[config.mk]
export PLATFORM = sky130hd
export DESIGN_NAME = pwm_fade_sequencer
export DESIGN_NICKNAME = d
export VERILOG_FILES = /design/src/rtl/pwm_fade_sequencer.sv
export SDC_FILE = /design/constraint.sdc
export NUM_CORES = 1
export LEC_CHECK = 0
export ABC_CLOCK_PERIOD_IN_PS = 7100
export BUFFER_PORTS_ARGS = -buffer_cell sky130_fd_sc_hd__buf_2
export CORE_MARGIN = 1
export CORE_UTILIZATION = 62
export DETAILED_ROUTE_END_ITERATION = 16
export PLACE_DENSITY = 0.85
export SLEW_MARGIN = 20
export SYNTH_ARGS = -nofsm -noshare
export SYNTH_HDL_FRONTEND = slang
export SYNTH_SLANG_ARGS = --single-unit
[constraint.sdc]
create_clock -name clk -period 7.1 [get_ports clk]
set_input_delay 0.355 -clock clk [delete_from_list [all_inputs] [get_ports clk]]
set_output_delay 0.355 -clock clk [all_outputs]
set_load 0.02 [all_outputs]
[src/rtl/pwm_fade_sequencer.sv]
`default_nettype none
// ============================================================================
// Module   : pwm_fade_sequencer
// Purpose  : Triangular duty-cycle fade (up, hold, down, hold) for a PWM core,
//            updating duty only on PWM period boundaries.
// Revision : 1.0 - initial release
// ============================================================================
module pwm_fade_sequencer #(
    parameter int DUTY_W = 8,
    parameter int HOLD_W = 8
) (
    input  logic              clk,
    input  logic              rst_n,
    input  logic              ena,
    input  logic              start,
    input  logic              stop,
    input  logic [DUTY_W-1:0] step,
    input  logic [DUTY_W-1:0] max_duty,
    input  logic [HOLD_W-1:0] hold_periods,
    input  logic              period_done,
    output logic [DUTY_W-1:0] duty,
    output logic              duty_load,
    output logic              busy,
    output logic [2:0]        state
);

    typedef enum logic [2:0] {
        S_IDLE    = 3'd0,
        S_UP      = 3'd1,
        S_HOLD_HI = 3'd2,
        S_DOWN    = 3'd3,
        S_HOLD_LO = 3'd4
    } state_t;

    localparam logic [DUTY_W-1:0] c_step_one = {{(DUTY_W-1){1'b0}}, 1'b1};
    localparam logic [HOLD_W-1:0] c_hold_one = {{(HOLD_W-1){1'b0}}, 1'b1};

    state_t            r_state;
    logic [DUTY_W-1:0] r_duty;
    logic              r_duty_load;
    logic              r_busy;
    logic              r_stop_pending;
    logic [DUTY_W-1:0] r_step;
    logic [DUTY_W-1:0] r_max;
    logic [HOLD_W-1:0] r_hold;
    logic [HOLD_W-1:0] r_hold_cnt;

    logic [DUTY_W:0]   w_sum;
    logic              w_sat;
    logic              w_stop_now;
    logic              w_hold_done;

    // One extra bit so the ramp-up sum cannot wrap before the saturation test
    assign w_sum       = {1'b0, r_duty} + {1'b0, r_step};
    assign w_sat       = (w_sum >= {1'b0, r_max});
    assign w_stop_now  = r_stop_pending | stop;
    assign w_hold_done = (r_hold_cnt == '0);

    always_ff @(posedge clk) begin
        if (!rst_n) begin
            r_state        <= S_IDLE;
            r_duty         <= '0;
            r_duty_load    <= 1'b0;
            r_busy         <= 1'b0;
            r_stop_pending <= 1'b0;
            r_step         <= '0;
            r_max          <= '0;
            r_hold         <= '0;
            r_hold_cnt     <= '0;
        end else if (ena) begin
            r_duty_load <= 1'b0;
            case (r_state)
                S_IDLE: begin
                    if (start && !stop) begin
                        r_step  <= (step == '0) ? c_step_one : step;
                        r_max   <= max_duty;
                        r_hold  <= hold_periods;
                        r_state <= S_UP;
                        r_busy  <= 1'b1;
                    end
                end
                S_UP, S_HOLD_HI, S_DOWN, S_HOLD_LO: begin
                    if (stop) begin
                        r_stop_pending <= 1'b1;
                    end
                    if (period_done) begin
                        if (w_stop_now) begin
                            r_duty         <= '0;
                            r_duty_load    <= 1'b1;
                            r_state        <= S_IDLE;
                            r_busy         <= 1'b0;
                            r_stop_pending <= 1'b0;
                        end else begin
                            case (r_state)
                                S_UP: begin
                                    r_duty_load <= 1'b1;
                                    if (w_sat) begin
                                        r_duty     <= r_max;
                                        r_hold_cnt <= r_hold;
                                        r_state    <= S_HOLD_HI;
                                    end else begin
                                        r_duty <= w_sum[DUTY_W-1:0];
                                    end
                                end
                                S_HOLD_HI: begin
                                    if (w_hold_done) begin
                                        r_state <= S_DOWN;
                                    end else begin
                                        r_hold_cnt <= r_hold_cnt - c_hold_one;
                                    end
                                end
                                S_DOWN: begin
                                    r_duty_load <= 1'b1;
                                    if (r_duty <= r_step) begin
                                        r_duty     <= '0;
                                        r_hold_cnt <= r_hold;
                                        r_state    <= S_HOLD_LO;
                                    end else begin
                                        r_duty <= r_duty - r_step;
                                    end
                                end
                                default: begin
                                    if (w_hold_done) begin
                                        r_state <= S_UP;
                                    end else begin
                                        r_hold_cnt <= r_hold_cnt - c_hold_one;
                                    end
                                end
                            endcase
                        end
                    end
                end
                default: begin
                    r_state        <= S_IDLE;
                    r_busy         <= 1'b0;
                    r_stop_pending <= 1'b0;
                end
            endcase
        end else begin
            r_duty_load <= 1'b0;
        end
    end

    assign duty      = r_duty;
    assign duty_load = r_duty_load;
    assign busy      = r_busy;
    assign state     = r_state;

endmodule
`default_nettype wire

==> metrics.txt, run 1 <==
Post-synth EDFFs=0; DRC Markers=0; GRT Total Usage=32.33%; Max Cap Violations=0; DRT Pass-1 Iters=5; fin crit period=3782 ps; drt via density=6.155; H-tree Lvls=2; met2 routed WL=3931 um; Die Ht=74.88 um; FF/Latch Area=920.9 um2; Worst Setup Start Kind=flop; Setup Total Neg Slack=0 ps; highest metal used=met4; Simple-Gate Fraction of Synth Area=23.33%; Placeable Area=5107 um2; layout net count=508; area of the multi-input gates=2165 um2; DRT met1 WL=3805 um; Max Root-Sink Buffers=2; Mapped Area=3293 um2; post-CTS sizing=0; global route overflow=0; Pwr Density=155.0 nW/um2; # IOs=43; Sw Pwr=176.7 uW; TritonCTS clock tree=done; detailed placement HPWL=6390 um; largest net degree at the start of global routing=40; ys async rst share=0%; relative slew slack=38.64%; met3 routed WL=642 um; vias in the first global route=2,899; ANT cells=0; largest cells by area after synthesis=dfxtp_1 (28%), ha_1 (9.9%), a21oi_1 (7.6%); global-route wire length before repair=13,740 um; Clock Latency Late Sink=310 ps; Vias=3,207; Comb power frac=21.1%; sw frac=31.88%; Post-CTS Setup Inserts=0; clock skew=2.917 ps; Fmax=264.4 MHz; Max Slew Vio Count=0; dpl ws=3402 ps; post-synthesis net count=479; Antenna Violating Nets Remaining=0; status=finished, final reports clean; synth unique cells=63; IO buf count=42; arrival time worst endpoint=3960 ps; die width=74.88 um; Gate Count Post-Synth=421; FF-to-FF path depth=13; ratio of cells with drive above 1 in the final layout=15.08%; multiplexer share of the synthesized area=0%; DR iter-0 viols=263; CTS clock-pin slew for the worst setup and hold paths=90 ps; CP endpoint kind=flop; Pleak=0.001407 uW; Max FO, Critical Path=9; die area=5607 um2; fin crit share=53.27%; Synth top area share=27.96%; area leader, netlist=dfxtp_1; DP Area=3486 um2; Clock power frac=30.1%; Worst IR Drop VDD=115.0 uV; Worst-Margin Slew=917.9 ps; Post-Synth Adder-Cell Area=11.09%; antenna violations before repair=0; part of the power in registers=48.8%; final setup vio count=0; Rows=26; clock buffer count from CTS=5; ys flop type=dfxtp_1; Data required, critical path=7280 ps; xor and xnor area share after synthesis=2.926%; P&R area growth vs syn=8.549%; clock root buffer=clkbuf_8; Sink Count=46; Compound-Gate Fraction of Synth Area=28.31%; Yosys reg bits=46; WL per Instance=16.42 um; GP Congestion=0.9615; Layout fillers=447; WHS=274.0 ps; Ys Warns=0; hold path cells=3; sequential cell area fraction in the yosys report=27.96%; Hold Fails Final Rpt=0; Worst Slack Setup Final=3318 ps; mean post-synth cell area=7.822 um2; HP Class=input port to flop; largest family of logic cells by synthesized area=compound AO/OA/AOI/OAI gates; cell area after layout=3575 um2; RSZ-0062 raised after global routing=false; Tot Pwr=554.2 uW; hold_buf cts=0; Crit Path Class=flop to flop; total wire length=8556 um; Int Power=377.6 uW; Initial Util=64.48%
## through the flow
step,std cells,util [%]
floorplan,421,-
global placement,513,68.25
detailed placement,513,68.25
CTS,521,69.94
global route,521,69.99
finish,521,69.99
## power by group through the flow
stage	Sequential [uW]	Combinational, uW	Clock, uW
final	270	117	167
after global routing	271	128	179
after CTS	270	115	167
after detailed placement	276	114	0
after global placement	276	111	0
after floorplan	276	83.6	0
## worst max-delay path: stages, from the launching register on
cell	delay [ps]
dfxtp_1	410
inv_1	110
ha_1	300
nand2b_1	170
a221oi_1	410
nor4b_1	100
a211oi_1	320
ha_1	310
a211oi_1	220
o221a_2	260
o31ai_2	130
nor3_4	370
or2_1	390
o21ai_0	160
## cell families after synthesis
| group | after synthesis |
|---|---|
| AOI/OAI and AO/OA | 134 |
| xor gates and xnor gates | 11 |
| adders and majority gates | 28 |
| buffers and inverters | 47 |
| DFF | 46 |
| and+or+nand+nor | 155 |
## sequential cells by signal (all words and copies together), names as in the netlist
signal          flops
duty                8
r_hold              8
r_hold_cnt          8
r_max               8
r_step              8
state               3
busy                1
duty_load           1
r_stop_pending      1
## layout by cell type (no fill, tap or decap), types with 8 or more instances in the layout
cell type / count
ha_1: 26
nand2_1: 66
o21ai_0: 19
nand3_1: 8
nor3_1: 13
nor2_1: 22
inv_1: 26
a21oi_1: 50
buf_2: 42
dfxtp_1: 46
## Yosys cell counts (3+ instances only)
cell / instances
nand2_1: 66
a21oi_1: 50
dfxtp_1: 46
ha_1: 26
inv_1: 26
nor2_1: 23
o21ai_0: 19
clkbuf_1: 13
nor3_1: 13
nand3_1: 8
xnor2_1: 7
a211oi_1: 6
o21a_1: 6
a31oi_1: 5
a32oi_1: 5
nor2b_1: 5
nor4_1: 5
o211ai_1: 5
a21o_1: 4
and3_1: 4
buf_6: 4
nand2b_1: 4
o311ai_0: 4
xor2_1: 4
and2_1: 3
buf_2: 3
nand4_1: 3
nor3b_1: 3
o211a_1: 3
o22ai_1: 3
o31ai_2: 3
or3_1: 3
## area by class of cell
type,count,area share [%]
Multi-Input combinational cell,328,60.55
Sequential cell,46,25.76
Timing Repair Buffer,43,6.090
Inverter,26,2.730
Tap cell,70,2.450
Clock buffer,6,2.030
Clock inverter,2,0.3850
## path summary, 6_finish.rpt
kind / end / start / slack [ps]
min: r_hold[3] / hold_periods[3] / 270
max reg2reg: r_hold_cnt[0] / r_step[1] / 3320
min reg2reg: r_hold[3] / r_hold[3] / 460
max: r_hold_cnt[0] / r_step[1] / 3320
## per-layer routing
layer	up-vias	global-route usage [%]
li1	1567	-
met1	1465	45.33
met2	158	51.15
met3	17	4.685
met4	0	10.48
met5	-	0
Note: power is estimated with default switching activity, not from simulation.
==> inputs of run 2 (changes only) <==
Settings changed: ABC_CLOCK_PERIOD_IN_PS 7100 to 3500, CORE_UTILIZATION 62 to 58, PLACE_DENSITY 0.85 to 0.8.
Clock period 7.1 ns to 3.5 ns, I/O delays scaled along.
==> metrics.txt, run 2 (synthesized netlist as in run 1, its figures left out) <==
relative slew slack=36.55%; Placeable Area=5473 um2; R2R Setup Slk=60 ps; Vias=3,277; DR iter-0 viols=292; CTS clock-pin slew for the worst setup and hold paths=90 ps; Worst Setup Start Kind=flop; Initial Util=60.17%; worst hold start=max_duty[2]; layout net count=520; IO buf count=42; global route overflow=0; ratio of cells with drive above 1 in the final layout=17.75%; placed cells=527; most frequent cells in the layout=nand2_1 (66), a21oi_1 (50), dfxtp_1 (46), buf_2 (42); HP Class=input port to flop; drt via density=6.137; Die Ht=77.35 um; Pleak=0.001461 uW; die area=5983 um2; DP Area=3578 um2; CP endpoint kind=flop; worst r2r src=r_step[1]; Worst IR Drop VDD=216.6 uV; hold_buf cts=0; clock skew=6.997 ps; P&R area growth vs syn=11.85%; global-route wire length before repair=14,520 um; final setup vio count=0; arrival time worst endpoint=3610 ps; commonest non-fill, non-tap cell in the layout=nand2_1; clock buffer count from CTS=5; Fmax=290.6 MHz; largest net degree at the start of global routing=39; status=finished, final reports clean; reg2reg end=r_hold_cnt[2]; Hold Fails Final Rpt=0; hold path cells=3; Antenna Violating Nets Remaining=0; # IOs=43; FF-to-FF path depth=13; WL per Instance=16.40 um; WHS=106.0 ps; Max Cap Violations=0; H-tree Lvls=2; TritonCTS clock tree=done; vias in the first global route=3,022; Max Root-Sink Buffers=2; Pwr Density=308.1 nW/um2; Max FO, Critical Path=8; Data required, critical path=3670 ps; Max Slew Vio Count=0; Worst Hold End=r_max[2]; Setup Total Neg Slack=0 ps; Sink Count=46; detailed placement HPWL=6532 um; cell area after layout=3684 um2; total wire length=8759 um; antenna violations before repair=0; DRT Pass-1 Iters=5; DRC Markers=0; Worst-Margin Slew=949.0 ps; die width=77.35 um; Crit Path Class=flop to flop; GRT Total Usage=30.55%; Tot Pwr=1135 uW; clock root buffer=clkbuf_8; Rows=27; post-route insts no fill=534; fin crit share=98.31%; Clock Latency Late Sink=300 ps; Layout fillers=494; GP Congestion=0.9925; ANT cells=0; fin crit period=3441 ps
## run 2: worst max-delay path by stage
stage	startpoint	depth (start not counted)	end	slack, ps
floorplan	duty[1]	13	r_hold_cnt[5]	190
global placement	r_step[1]	13	r_hold_cnt[0]	220
detailed placement	r_step[1]	13	r_hold_cnt[0]	5
CTS	r_step[1]	13	r_hold_cnt[4]	9
global route	duty[0]	13	r_hold_cnt[2]	-50
finish	r_step[1]	13	r_hold_cnt[2]	60
## run 2: final cells by class
class	count	area, um2	share of cell area, %
multi-input cells	328	2187	59.38
inverters	26	97.59	2.649
well taps	72	90.09	2.446
repair buffers	55	307.8	8.356
flip-flops and latches	46	920.9	25.00
clock inverters	1	7.507	0.2038
clock buffers	6	72.57	1.970
## run 2: repair_timing
action | CTS | global route
gates resized for setup | 1 | 5
setup buffers | 0 | 0
pin swaps | 0 | 0
setup endpoints to repair | 3 | 17
## run 2: per-stage QoR
stage / setup WS, ps / utilization [%]
after floorplan: 192.0 / -
after global placement: 217.5 / 65.39
after detailed placement: 5.015 / 65.39
after CTS: 9.324 / 66.90
after global routing: -51.74 / 67.31
final: 59.08 / 67.31
## run 2: critical path, stage by stage (launching register included)
cell      delay, ps
dfxtp_1         340
inv_1            70
ha_1            310
nand2b_1        190
a221oi_2        390
o22ai_1         170
xor2_1          180
ha_1            310
nand4_1         160
o31ai_4         330
nor3_4           80
buf_4           170
o311ai_0        460
o31ai_2         140
## run 2: metal layers
| metal | GRT usage [%] | routed length (um) | vias up |
|---|---|---|---|
| li1 | - | - | 1592 |
| met2 | 47.52 | 3981 | 136 |
| met5 | 0 | 0 | - |
| met3 | 5.765 | 663 | 15 |
| met1 | 42.52 | 3995 | 1534 |
| met4 | 9.623 | 119 | 0 |
## run 2: where the power goes
| part | total [uW] | switching (uW) | internal [uW] |
|---|---|---|---|
| Combinational | 264 | 160 | 104 |
| Sequential | 548 | 11.5 | 536 |
| Clock | 323 | 186 | 137 |
| Total | 1130 | 357 | 777 |
